<file path="config.mk">
export PLATFORM = sky130hd
export DESIGN_NAME = move_controller
export DESIGN_NICKNAME = d
export VERILOG_FILES = /design/src/rtl/chess_pkg.sv /design/src/rtl/move_controller.sv
export SDC_FILE = /design/constraint.sdc
export NUM_CORES = 1
export LEC_CHECK = 0
export ABC_AREA = 1
export BUFFER_PORTS_ARGS = -buffer_cell sky130_fd_sc_hd__buf_4
export CORE_UTILIZATION = 56
export DETAILED_ROUTE_END_ITERATION = 8
export GPL_TIMING_DRIVEN = 0
export PLACE_DENSITY = 0.91
export RECOVER_POWER = 100
export SETUP_SLACK_MARGIN = 0.3
export SLEW_MARGIN = 30
export SYNTH_ARGS = -nofsm -noshare
export SYNTH_HDL_FRONTEND = slang
export SYNTH_SLANG_ARGS = --single-unit
export TNS_END_PERCENT = 1
</file>
<file path="constraint.sdc">
create_clock -name clk -period 3.35 [get_ports clk]
set_clock_uncertainty 0.15 [all_clocks]
set_input_delay 0.67 -clock clk [delete_from_list [all_inputs] [get_ports clk]]
set_output_delay 0.67 -clock clk [all_outputs]
set_load 0.005 [all_outputs]
</file>
<file path="src/rtl/chess_pkg.sv">
// Shared piece codes, colour rule and move-entry FSM states.
// Imported by the move-entry stage and its bench.
package chess_pkg;

  localparam int COLOR_BIT = 3;

  localparam logic [3:0] WHITE_EMPTY  = 4'h0;
  localparam logic [3:0] WHITE_KING   = 4'h1;
  localparam logic [3:0] WHITE_QUEEN  = 4'h2;
  localparam logic [3:0] WHITE_BISHOP = 4'h3;
  localparam logic [3:0] WHITE_KNIGHT = 4'h4;
  localparam logic [3:0] WHITE_ROOK   = 4'h5;
  localparam logic [3:0] WHITE_PAWN   = 4'h6;

  localparam logic [3:0] BLACK_EMPTY  = 4'h8;
  localparam logic [3:0] BLACK_KING   = 4'h9;
  localparam logic [3:0] BLACK_QUEEN  = 4'hA;
  localparam logic [3:0] BLACK_BISHOP = 4'hB;
  localparam logic [3:0] BLACK_KNIGHT = 4'hC;
  localparam logic [3:0] BLACK_ROOK   = 4'hD;
  localparam logic [3:0] BLACK_PAWN   = 4'hE;

  typedef enum logic [3:0] {
    IDLE_SRC  = 4'd0,
    READ_SRC  = 4'd1,
    CHECK_SRC = 4'd2,
    WAIT_DST  = 4'd3,
    READ_DST  = 4'd4,
    CHECK_DST = 4'd5,
    EVAL      = 4'd6,
    WRITE_DST = 4'd7,
    WRITE_SRC = 4'd8,
    DONE      = 4'd9
  } state_t;

  function automatic logic is_empty(input logic [3:0] p);
    return p[2:0] == 3'b000;
  endfunction

endpackage

</file>
<file path="src/rtl/move_controller.sv">
// Move-entry stage: latches source/target squares and pieces,
// waits for the legality checkers, then commits the move to board RAM.
module move_controller
  import chess_pkg::*;
#(
  parameter int unsigned EVAL_CYCLES = 1,
  parameter logic [3:0]  EMPTY_CODE  = 4'b0000
) (
  input  logic       clk,
  input  logic       rst_n,
  input  logic [5:0] cursorPosition,
  input  logic       selectPress,
  input  logic       cancelPress,
  input  logic [3:0] boardReadData,
  input  logic       allowMove,
  output logic [5:0] boardReadAddr,
  output logic       boardWriteEn,
  output logic [5:0] boardWriteAddr,
  output logic [3:0] boardWriteData,
  output logic [5:0] currentPosition,
  output logic [5:0] targetPosition,
  output logic [3:0] currentPiece,
  output logic [3:0] targetPiece,
  output logic       turn,
  output logic       moveDone,
  output logic       moveRejected
);

  localparam logic [2:0] LAST = 3'(EVAL_CYCLES - 1);

  state_t     state, state_n;
  logic [2:0] cnt, cnt_n;
  logic [5:0] raddr_n, cur_n, tgt_n;
  logic [3:0] cpc_n, tpc_n;
  logic       turn_n;
  logic       own;

  // State and latched move registers
  always_ff @(posedge clk or negedge rst_n) begin
    if (!rst_n) begin
      state           <= IDLE_SRC;
      cnt             <= '0;
      boardReadAddr   <= '0;
      currentPosition <= '0;
      targetPosition  <= '0;
      currentPiece    <= '0;
      targetPiece     <= '0;
      turn            <= 1'b0;
    end else begin
      state           <= state_n;
      cnt             <= cnt_n;
      boardReadAddr   <= raddr_n;
      currentPosition <= cur_n;
      targetPosition  <= tgt_n;
      currentPiece    <= cpc_n;
      targetPiece     <= tpc_n;
      turn            <= turn_n;
    end
  end

  // Next-state, register updates and strobes
  always_comb begin
    state_n        = state;
    cnt_n          = cnt;
    raddr_n        = boardReadAddr;
    cur_n          = currentPosition;
    tgt_n          = targetPosition;
    cpc_n          = currentPiece;
    tpc_n          = targetPiece;
    turn_n         = turn;
    boardWriteEn   = 1'b0;
    boardWriteAddr = '0;
    boardWriteData = '0;
    moveDone       = 1'b0;
    moveRejected   = 1'b0;
    own = !is_empty(boardReadData) &&
          (boardReadData[COLOR_BIT] == turn);
    unique case (state)
      IDLE_SRC: begin
        if (selectPress) begin
          raddr_n = cursorPosition;
          cur_n   = cursorPosition;
          state_n = READ_SRC;
        end
      end
      READ_SRC: state_n = CHECK_SRC;
      CHECK_SRC: begin
        if (own) begin
          cpc_n   = boardReadData;
          state_n = WAIT_DST;
        end else begin
          moveRejected = 1'b1;
          state_n      = IDLE_SRC;
        end
      end
      WAIT_DST: begin
        if (cancelPress) begin
          state_n = IDLE_SRC;
        end else if (selectPress) begin
          raddr_n = cursorPosition;
          tgt_n   = cursorPosition;
          state_n = READ_DST;
        end
      end
      READ_DST: state_n = CHECK_DST;
      CHECK_DST: begin
        if (targetPosition == currentPosition) begin
          state_n = IDLE_SRC;
        end else if (own) begin
          cur_n   = targetPosition;
          cpc_n   = boardReadData;
          state_n = WAIT_DST;
        end else begin
          tpc_n   = boardReadData;
          cnt_n   = '0;
          state_n = EVAL;
        end
      end
      EVAL: begin
        if (cnt == LAST) begin
          cnt_n = '0;
          if (allowMove) begin
            state_n = WRITE_DST;
          end else begin
            moveRejected = 1'b1;
            state_n      = WAIT_DST;
          end
        end else begin
          cnt_n = cnt + 3'd1;
        end
      end
      WRITE_DST: begin
        boardWriteEn   = 1'b1;
        boardWriteAddr = targetPosition;
        boardWriteData = currentPiece;
        state_n        = WRITE_SRC;
      end
      WRITE_SRC: begin
        boardWriteEn   = 1'b1;
        boardWriteAddr = currentPosition;
        boardWriteData = EMPTY_CODE;
        state_n        = DONE;
      end
      DONE: begin
        moveDone = 1'b1;
        turn_n   = ~turn;
        state_n  = IDLE_SRC;
      end
      default: state_n = IDLE_SRC;
    endcase
  end

endmodule

</file>
# After elaboration in Yosys (flattened, before gate mapping)
# Index checks and enable logic that the tools add are counted.
[word_totals]
word_cells = 79
regBits = 34
output_inout_bits = 40
input_bits = 15
[classes]
eq_ne = 18
n_mux = 31
n_addsub = 1
bitwise = 4
n_reduce_logical = 17
[ops]
columns = ["operator", "n"]
rows = [
  ["case mux 4 bit (9 select lines)", 1],
  ["case mux 6 bit (2 select lines)", 3],
  ["two-way mux 6 bit", 5],
  ["two-way mux 4 bit", 7],
  ["two-way mux 3 bit", 6],
  ["equality test 4 x 3 -> 1 bit, second input constant", 4],
  ["inequality test 2 bit, second input constant", 6],
  ["AND reduction 3 bit", 4],
  ["equality test 4 x 2 -> 1 bit, second input constant", 2],
  ["equality test 4 bit, second input constant", 2],
  ["case mux 4 bit (2 select lines)", 1],
  ["nonzero test 2 bit", 4],
  ["equality test 6 bit", 1],
  ["logical NOT 3 bit", 2],
  ["case mux 3 bit (2 select lines)", 1],
  ["two-way mux 1 bit", 5],
  ["equality test 4 x 1 -> 1 bit, second input constant", 1],
  ["logical NOT 4 bit", 1],
  ["NOT 1 bit", 4],
  ["AND reduction 2 bit", 2],
  ["AND reduction 4 bit", 1],
  ["adder 3 x 1 -> 3 bit, second input constant", 1],
  ["inequality test 3 bit, second input constant", 1],
  ["two-way mux 2 bit", 1],
  ["5 further kinds", 5],
]

# Depth between registers and ports, before layout
# Gate-level depths: netlist of the first run.
[depth]
depth_word = 6
mapped_depth = 11
depth_no_buf = 11

# Worst setup path before layout of the first run
# No wires, ideal clock.
[synth_path]
kind = "input -> output"
start = "input port boardReadData[2]"
end = "output port moveRejected"
slack_ns = 1.363
t_arrival_ns = 1.167
cell_stages = 5
path_buffers = 0
t_required_ns = 2.530
cell_sequence = "inv_1 -> nand3_1 -> nand2_1 -> inv_1 -> o32ai_1"
[synth_via]
elab_chain_cells = 5
[synth_lines]
columns = ["element", "line", "source"]
rows = [
  ["start, declared", "move_controller.sv:14", "input logic [3:0] boardReadData,"],
  ["logical NOT 3 bit", "chess_pkg.sv:37", "return p[2:0] == 3'b000;"],
  ["logical NOT 1 bit", "move_controller.sv:76", "own = !is_empty(boardReadData) &&"],
  ["logical AND 1 bit", "move_controller.sv:76", ""],
  ["two-way mux 1 bit", "move_controller.sv:88", "if (own) begin"],
  ["case mux 1 bit (2 select lines)", "move_controller.sv:78", "unique case (state)"],
  ["end, declared", "move_controller.sv:26", "output logic moveRejected"],
]
# Every way passes these cells.

# Worst setup path after layout of the first run
[layout_path]
start = "register state[0]"
end = "output port moveRejected"
[layout_via]
elab_chain_cells = 2
elab_cells_between_ends = 3
cone_classes = "eq/ne: 2; mux: 1"
[layout_lines]
columns = ["element", "line", "source"]
rows = [
  ["start, declared", "move_controller.sv:31", "state_t state, state_n;"],
  ["start signal, assigned", "move_controller.sv:50", "state <= state_n;"],
  ["equality test 4 x 3 -> 1 bit / equality test 4 x 2 -> 1 bit (equally long branches)", "move_controller.sv:78", ""],
  ["case mux 1 bit (2 select lines) *", "move_controller.sv:78", ""],
]
# Every way passes the cells marked *; elsewhere a longest branch is shown, timed or not.

==> summary.md, run 1 <==
| Metric | Value |
|---|---|
| Status | complete, but fails checks |
| Violated checks | max-capacitance violations, max-slew violations |
| Cell count after placement | 355 |
| Placer Congestion | 0.8240 |
| Setup Fix Bufs, Post-CTS | 0 |
| Worst-Margin Slew | 1821 ps |
| Sum of negative setup slack | 0 ps |
| DRC | 0 |
| Min-Delay Path Class | flip-flop to flip-flop |
| CP Launch Type | flip-flop |
| Unique masters post-synth | 25 |
| Worst setup EP type | output port |
| Crit-path max FO | 5 |
| Final WS setup | 707.7 ps |
| DPL Wire Length | 3553 µm |
| Avg Inst Size Synth | 7.527 µm² |
| Cts hold-fix bufs | 0 |
| Port Buf Inserts | 54 |
| Largest net degree at the start of global routing | 35 |
| Power per cell area | 811.2 nW/µm² |
| Row cnt | 20 |
| M2 GR Usage | 49.76% |
| DR vias | 1902 |
| Post_cts resized | 0 |
| Fmax | 378.5 MHz |
| Synth-to-layout area growth | 21.54% |
| Reg clk slew, reported paths | 100 ps |
| Synthesized Nets | 274 |
| Layer with the highest usage | met2 |
| #FFs+latches synth | 34 |
| Final hold violations | 0 |
| Worst Path Required | 2530 ps |
| Layout cell share with drive strength beyond 1 | 22.71% |
| Chip Height | 60.77 µm |
| R2R depth | 8 |
| Number of global-route vias before repair | 1723 |
| Setup Slack @ Placement | 962.7 ps |
| Unrepaired setup endpoints after global routing | false |
| Die area | 3693 µm² |
| Worst Path Arrival | 1820 ps |
| Power, Total | 1.907 mW |
| Nets@finish | 335 |
| Max_slew headroom | -21.43% |
| Final ANT Viol Nets | 0 |
| Max_cap viols | 1 |
| Worst skew pair latency | 340 ps |
| Post-Synthesis Cells | 257 |
| First-pass GRT wire length | 7548 µm |
| Hold Path Depth | 2 |
| Tot GR Track Use | 28.45% |
| H-tree levels | 2 |
| Final cell count without fillers | 361 |
| Synth top area cells | dfrtp_1 44%, nand2_1 17%, inv_1 6.0% |
| CTS sink cnt | 34 |
| Die width | 60.77 µm |
| Slew Viols, Final | 35 |
| Cell Area, Synth | 1934 µm² |
| GRT Residual Overflow | 0 |
| Met1 Usage GRT | 35.08% |
| Initial antenna violation count | 0 |
| Final Util | 74.56% |
| # IOs | 55 |
| LEAKAGE | 1.324 nW |
| Met3 usage | 5.970% |
| Vias per Instance | 5.269 |
| Final min period | 2642 ps |
| Tcrit/Tclk final | 78.87% |
| Starting Density | 61.35% |
| # diodes | 0 |
| CP Class | flip-flop to output port |
| Sequential area share after synthesis | 43.98% |
| DR iter-0 viols | 90 |
| Core area | 3153 µm² |
| Worst VDD drop | 0.5156 mV |
| YS warnings | 0 |
| Root Buffer | clkbuf_4 |
| CTS max path bufs | 2 |
| # setup viols final | 0 |
| Drt pass-1 iters | 4 |
| WL/cell | 13.11 µm |
| Post-Route WL | 4732 µm |
| Yosys top cell area share | 43.98% |
| CTS tree | done |
| Leading area contributor after synthesis | dfrtp_1 |
| Num CTS Buffers | 5 |
==> stage by stage <==
| stage | hold slack, ps | area [µm²] |
|---|---|---|
| detailed placement | 327.0 | 2395 |
| floorplan | 224.4 | 1934 |
| global placement | 314.0 | 2395 |
| finish | 340.3 | 2351 |
| global route | 383.9 | 2351 |
| CTS | 130.8 | 2446 |
==> layout make-up <==
cell class	instances	area, µm²
Buffer	4	16.27
Sequential cell	34	850.8
Fill cell	287	802.0
Timing Repair Buffer	54	386.6
Clock buffer	6	51.30
Multi-Input combinational cell	181	847.1
Inverter	38	143.9
Tap cell	44	55.05
==> logic make-up after synthesis <==
logic type                 Yosys count  share of synthesized area, %
and+or+nand+nor                    145                         35.38
buffers and inverters               42                         8.861
adders and majority gates            2                         1.293
DFF                                 34                         43.98
xor gates and xnor gates             2                        0.9057
AOI/OAI and AO/OA                   32                         9.573
==> worst max-delay path: stages (launching register included) <==
cell	delay [ps]
dfrtp_1	440
inv_1	130
nand2_2	80
nor2_1	270
inv_2	100
o32ai_1	290
buf_4	170
==> cell usage in the layout, fill, tap and decap left out, types with 2 or more instances in the layout <==
master    count
o21ai_0       7
inv_2         3
nor2_1       19
inv_1        33
nor2_2        3
nand3_2       2
a31oi_1       2
nand2_1      94
xnor2_1       2
o21ai_1       6
a21oi_1       9
o22ai_1       6
clkbuf_4     38
ha_1          2
nand2_2       3
buf_4        16
clkbuf_1      8
dfrtp_1      34
nand3_1      20
==> Yosys cell counts <==
library cell  instances
nand2_1              89
dfrtp_1              34
inv_1                31
nand3_1              20
nor2_1               14
a21oi_1               9
o21ai_1               7
inv_2                 6
nand2_2               6
o21ai_0               6
o22ai_1               6
nor2_2                5
nor2_4                4
buf_2                 3
nand2_4               3
a31oi_1               2
ha_1                  2
nand3_2               2
xnor2_1               2
a21oi_4               1
and2_4                1
buf_6                 1
inv_4                 1
nand4_4               1
o32ai_1               1
==> per-layer routing <==
layer | share of wire [%] | up-vias | wire, µm
li1 | - | 928 | -
met1 | 41 | 895 | 1947
met2 | 50 | 69 | 2383
met3 | 6.7 | 10 | 316
met4 | 1.8 | 0 | 85
met5 | 0 | - | 0
==> where the power goes <==
group / internal, mW / switching, mW / total [mW]
sequential: 0.596 / 0.156 / 0.752
combinational: 0.413 / 0.521 / 0.934
clock: 0.0945 / 0.127 / 0.221
total: 1.10 / 0.803 / 1.91
==> registers in the layout, summed over array words and instances (netlist names) <==
| signal | cells |
|---|---|
| boardReadAddr | 6 |
| state | 4 |
| targetPosition | 6 |
| currentPiece | 4 |
| turn | 1 |
| targetPiece | 4 |
| cnt | 3 |
| currentPosition | 6 |
==> worst paths after layout <==
| check | from | to | slack (ps) |
|---|---|---|---|
| worst min-delay path | targetPiece[3]$_DFFE_PN0N_ | targetPiece[3]$_DFFE_PN0N_ | 340 |
| max in group asynchronous | rst_n | currentPosition[5]$_DFFE_PN0P_ | 1340 |
| worst max register to register | state[0]$_DFFE_PN0P_ | currentPosition[0]$_DFFE_PN0P_ | 1110 |
| worst max-delay path | state[0]$_DFFE_PN0P_ | moveRejected | 710 |
| worst min register to register | targetPiece[3]$_DFFE_PN0N_ | targetPiece[3]$_DFFE_PN0N_ | 340 |
| min in group asynchronous | rst_n | boardReadAddr[0]$_DFFE_PN0P_ | 660 |
No activity file was read; power rests on OpenSTA's default activity.
==> run 2: changes to the inputs <==
--- a/config.mk
+++ b/config.mk
@@ -7,10 +7,10 @@
 export LEC_CHECK = 0
 export ABC_AREA = 1
 export BUFFER_PORTS_ARGS = -buffer_cell sky130_fd_sc_hd__buf_4
-export CORE_UTILIZATION = 56
+export CORE_UTILIZATION = 52
 export DETAILED_ROUTE_END_ITERATION = 8
 export GPL_TIMING_DRIVEN = 0
-export PLACE_DENSITY = 0.91
+export PLACE_DENSITY = 0.86
 export RECOVER_POWER = 100
 export SETUP_SLACK_MARGIN = 0.3
 export SLEW_MARGIN = 30
==> constraint.sdc (replaced) <==
create_clock -name clk -period 2.45 [get_ports clk]
set_clock_uncertainty 0.15 [all_clocks]
set_input_delay 0.49 -clock clk [delete_from_list [all_inputs] [get_ports clk]]
set_output_delay 0.49 -clock clk [all_outputs]
set_load 0.005 [all_outputs]
==> run 2 against run 1 <==
Effect of this change:
- the flow finishes with violations (negative hold slack)
- clock-buffer cell count did not move
- register-to-register slack got worse by 760 ps
- largest power group unchanged
- global-route usage shrank 2.5 points
- sequential power up 38%
==> summary.md, run 2 (synthesized netlist as in run 1, its figures left out) <==
| Metric | Value |
|---|---|
| H-tree levels | 2 (unchanged) |
| GRT Residual Overflow | 0 (unchanged) |
| WL/cell | 13.43 µm (+2.4%) |
| Cts hold-fix bufs | 0 (unchanged) |
| Tot GR Track Use | 25.94% (-2.5 points) |
| R2R depth | 7 (-1) |
| Final Util | 71.39% (-3.2 points) |
| CP Class | flip-flop to output port |
| Crit-path max FO | 4 (-1) |
| Final min period | 2275 ps |
| # diodes | 0 (unchanged) |
| Worst VDD drop | 0.6466 mV (+25%) |
| Num CTS Buffers | 5 (unchanged) |
| DRC | 0 (unchanged) |
| Nets@finish | 338 (+0.90%) |
| Placer Congestion | 0.8301 (+0.74%) |
| Routed wl met3 | 302 µm (-4.4%) |
| Critical path cell sequence | nor2_1, inv_1, nor2_4, inv_2, o32ai_2, buf_4 |
| Worst Hold Slack | -12.85 ps (-353.2 ps) |
| Most frequent cells in the layout | 93 x nand2_1, 34 x inv_1, 33 x dfrtp_1, 28 x clkbuf_4, 25 x buf_4 |
| Starting Density | 56.20% (-5.2 points) |
| DPL Wire Length | 3497 µm (-1.6%) |
| Number of global-route vias before repair | 1729 (+0.35%) |
| Final ANT Viol Nets | 0 (unchanged) |
| Initial antenna violation count | 0 (unchanged) |
| DR iter-0 viols | 92 (+2.2%) |
| Violated checks | negative hold slack |
| Max_slew headroom | 71.25% (+93 points) |
| Drt pass-1 iters | 4 (unchanged) |
| CTS max path bufs | 2 (unchanged) |
| Reg2reg end | currentPosition[4]$_DFFE_PN0P_ |
| # IOs | 55 (unchanged) |
| Tcrit/Tclk final | 92.84% |
| Slew Viols, Final | 0 (-100%) |
| DR vias | 1898 (-0.21%) |
| Metal2 WL | 2417 µm (+1.4%) |
| Worst Path Buf+Inv | 3 (unchanged) |
| Max stage delay on crit path | 390 ps (-50 ps) |
| Sum of negative setup slack | 0 ps (unchanged) |
| Worst Path Required | 1810 ps (-720 ps) |
| Unrepaired setup endpoints after global routing | true |
| Slowest CP cell | dfrtp_1 |
| CTS tree | done |
| LEAKAGE | 1.392 nW (+5.1%) |
| Max layer used | met4 |
| Fmax | 439.6 MHz |
| Min-Delay Path Class | input port to async pin |
| WL met1 | 2105 µm (+8.1%) |
| Core area | 3442 µm² (+9.2%) |
| Port Buf Inserts | 54 (unchanged) |
| R2R setup slack | 350 ps (-760 ps) |
| CP Launch Type | flip-flop |
| Top flop regs | boardReadAddr x6, currentPosition x6, targetPosition x6 |
| CTS sink cnt | 34 (unchanged) |
| Row cnt | 21 (+5.0%) |
| Root Buffer | clkbuf_8 |
| Die area | 3968 µm² (+7.4%) |
| Vias per Instance | 5.186 (-1.6%) |
| Worst setup EP type | output port |
| Worst Path Arrival | 1630 ps (-190 ps) |
| Status | complete, but fails checks |
| Worst skew pair latency | 290 ps (-50 ps) |
| Power per cell area | 1134 nW/µm² (+40%) |
| Largest net degree at the start of global routing | 35 (unchanged) |
| First-pass GRT wire length | 7797 µm (+3.3%) |
| Synth-to-layout area growth | 27.04% |
| Worst-Margin Slew | 431.3 ps (-1390 ps) |
| Cell family with most CP delay | simple AND/OR/NAND/NOR gates |
| # setup viols final | 0 (unchanged) |
| Chip Height | 62.99 µm (+3.7%) |
| Worst r2r src | state[1]$_DFFE_PN0P_ |
| Power, Total | 2.787 mW (+46%) |
| Most common cell after layout, fill and taps aside | nand2_1 |
| Final hold violations | 25 (+25) |
| Die width | 62.99 µm (+3.7%) |
| Post-Route WL | 4914 µm (+3.8%) |
| Layout cell share with drive strength beyond 1 | 26.25% (+3.5 points) |
| Max_cap viols | 0 (-1) |
| Reg clk slew, reported paths | 60 ps (-40 ps) |
run 2: cell count changes in the layout (fill, tap and decap cells not counted), sizes merged:
cell and change:
inv +1, clkbuf -6, buf +9, clkinv -1
run 2: through the flow:
step,worst slack (ps),instances,area (µm²)
final,175.4,366,2457
after global routing,116.8,366,2457
after detailed placement,450.2,357,2397
after floorplan,760.6,257,1934
after global placement,496.9,357,2397
after CTS,229.2,363,2497
run 2: layer usage:
metal	vias up	GRT usage, %
met3	9	6.752
met5	-	0
li1	933	-
met4	0	9.593
met1	872	32.46
met2	84	42.74
run 2: worst register-to-register path: cells and delay by family (launching register included):
kind	cells	cell delay (ps)
buffers and inverters	2	560
flip-flops	1	560
AND/OR/NAND/NOR	5	780
run 2: power by group:
part / total, mW / internal (mW) / leakage (nW) / switching [mW]
registers: 1.04 / 0.819 / 0.420 / 0.223
logic: 1.34 / 0.581 / 0.929 / 0.757
clock network: 0.406 / 0.216 / 0.0431 / 0.190
total: 2.79 / 1.62 / 1.39 / 1.17
run 2: layout make-up:
class                   count  area (µm²)
clock buffers               6       82.58
well taps                  46       57.56
repair buffers             57       412.9
multi-input cells         181       888.4
flip-flops and latches     34       852.1
fillers                   316       984.7
inverters                  38       146.4
plain buffers               4       17.52
run 2: worst max-delay path by stage:
stage / slack, ps / depth (start not counted) / startpoint / end
6_report: 180 / 6 / state[3]$_DFFE_PN0P_ / moveRejected
5_1_grt: 120 / 7 / state[3]$_DFFE_PN0P_ / boardWriteAddr[5]
4_1_cts: 230 / 7 / state[3]$_DFFE_PN0P_ / boardWriteAddr[4]
3_5_place_dp: 450 / 7 / boardReadData[1] / moveRejected
3_3_place_gp: 500 / 7 / boardReadData[2] / moveRejected
2_1_floorplan: 760 / 6 / state[3]$_DFFE_PN0P_ / boardWriteAddr[0]
run 2: repair_timing:
| item | CTS | global route |
|---|---|---|
| pin swaps | 0 | 1 |
| buffers inserted | 0 | 3 |
| hold endpoints to repair | 0 | 0 |
| setup endpoints to repair | 12 | 12 |
| gates resized for setup | 5 | 6 |
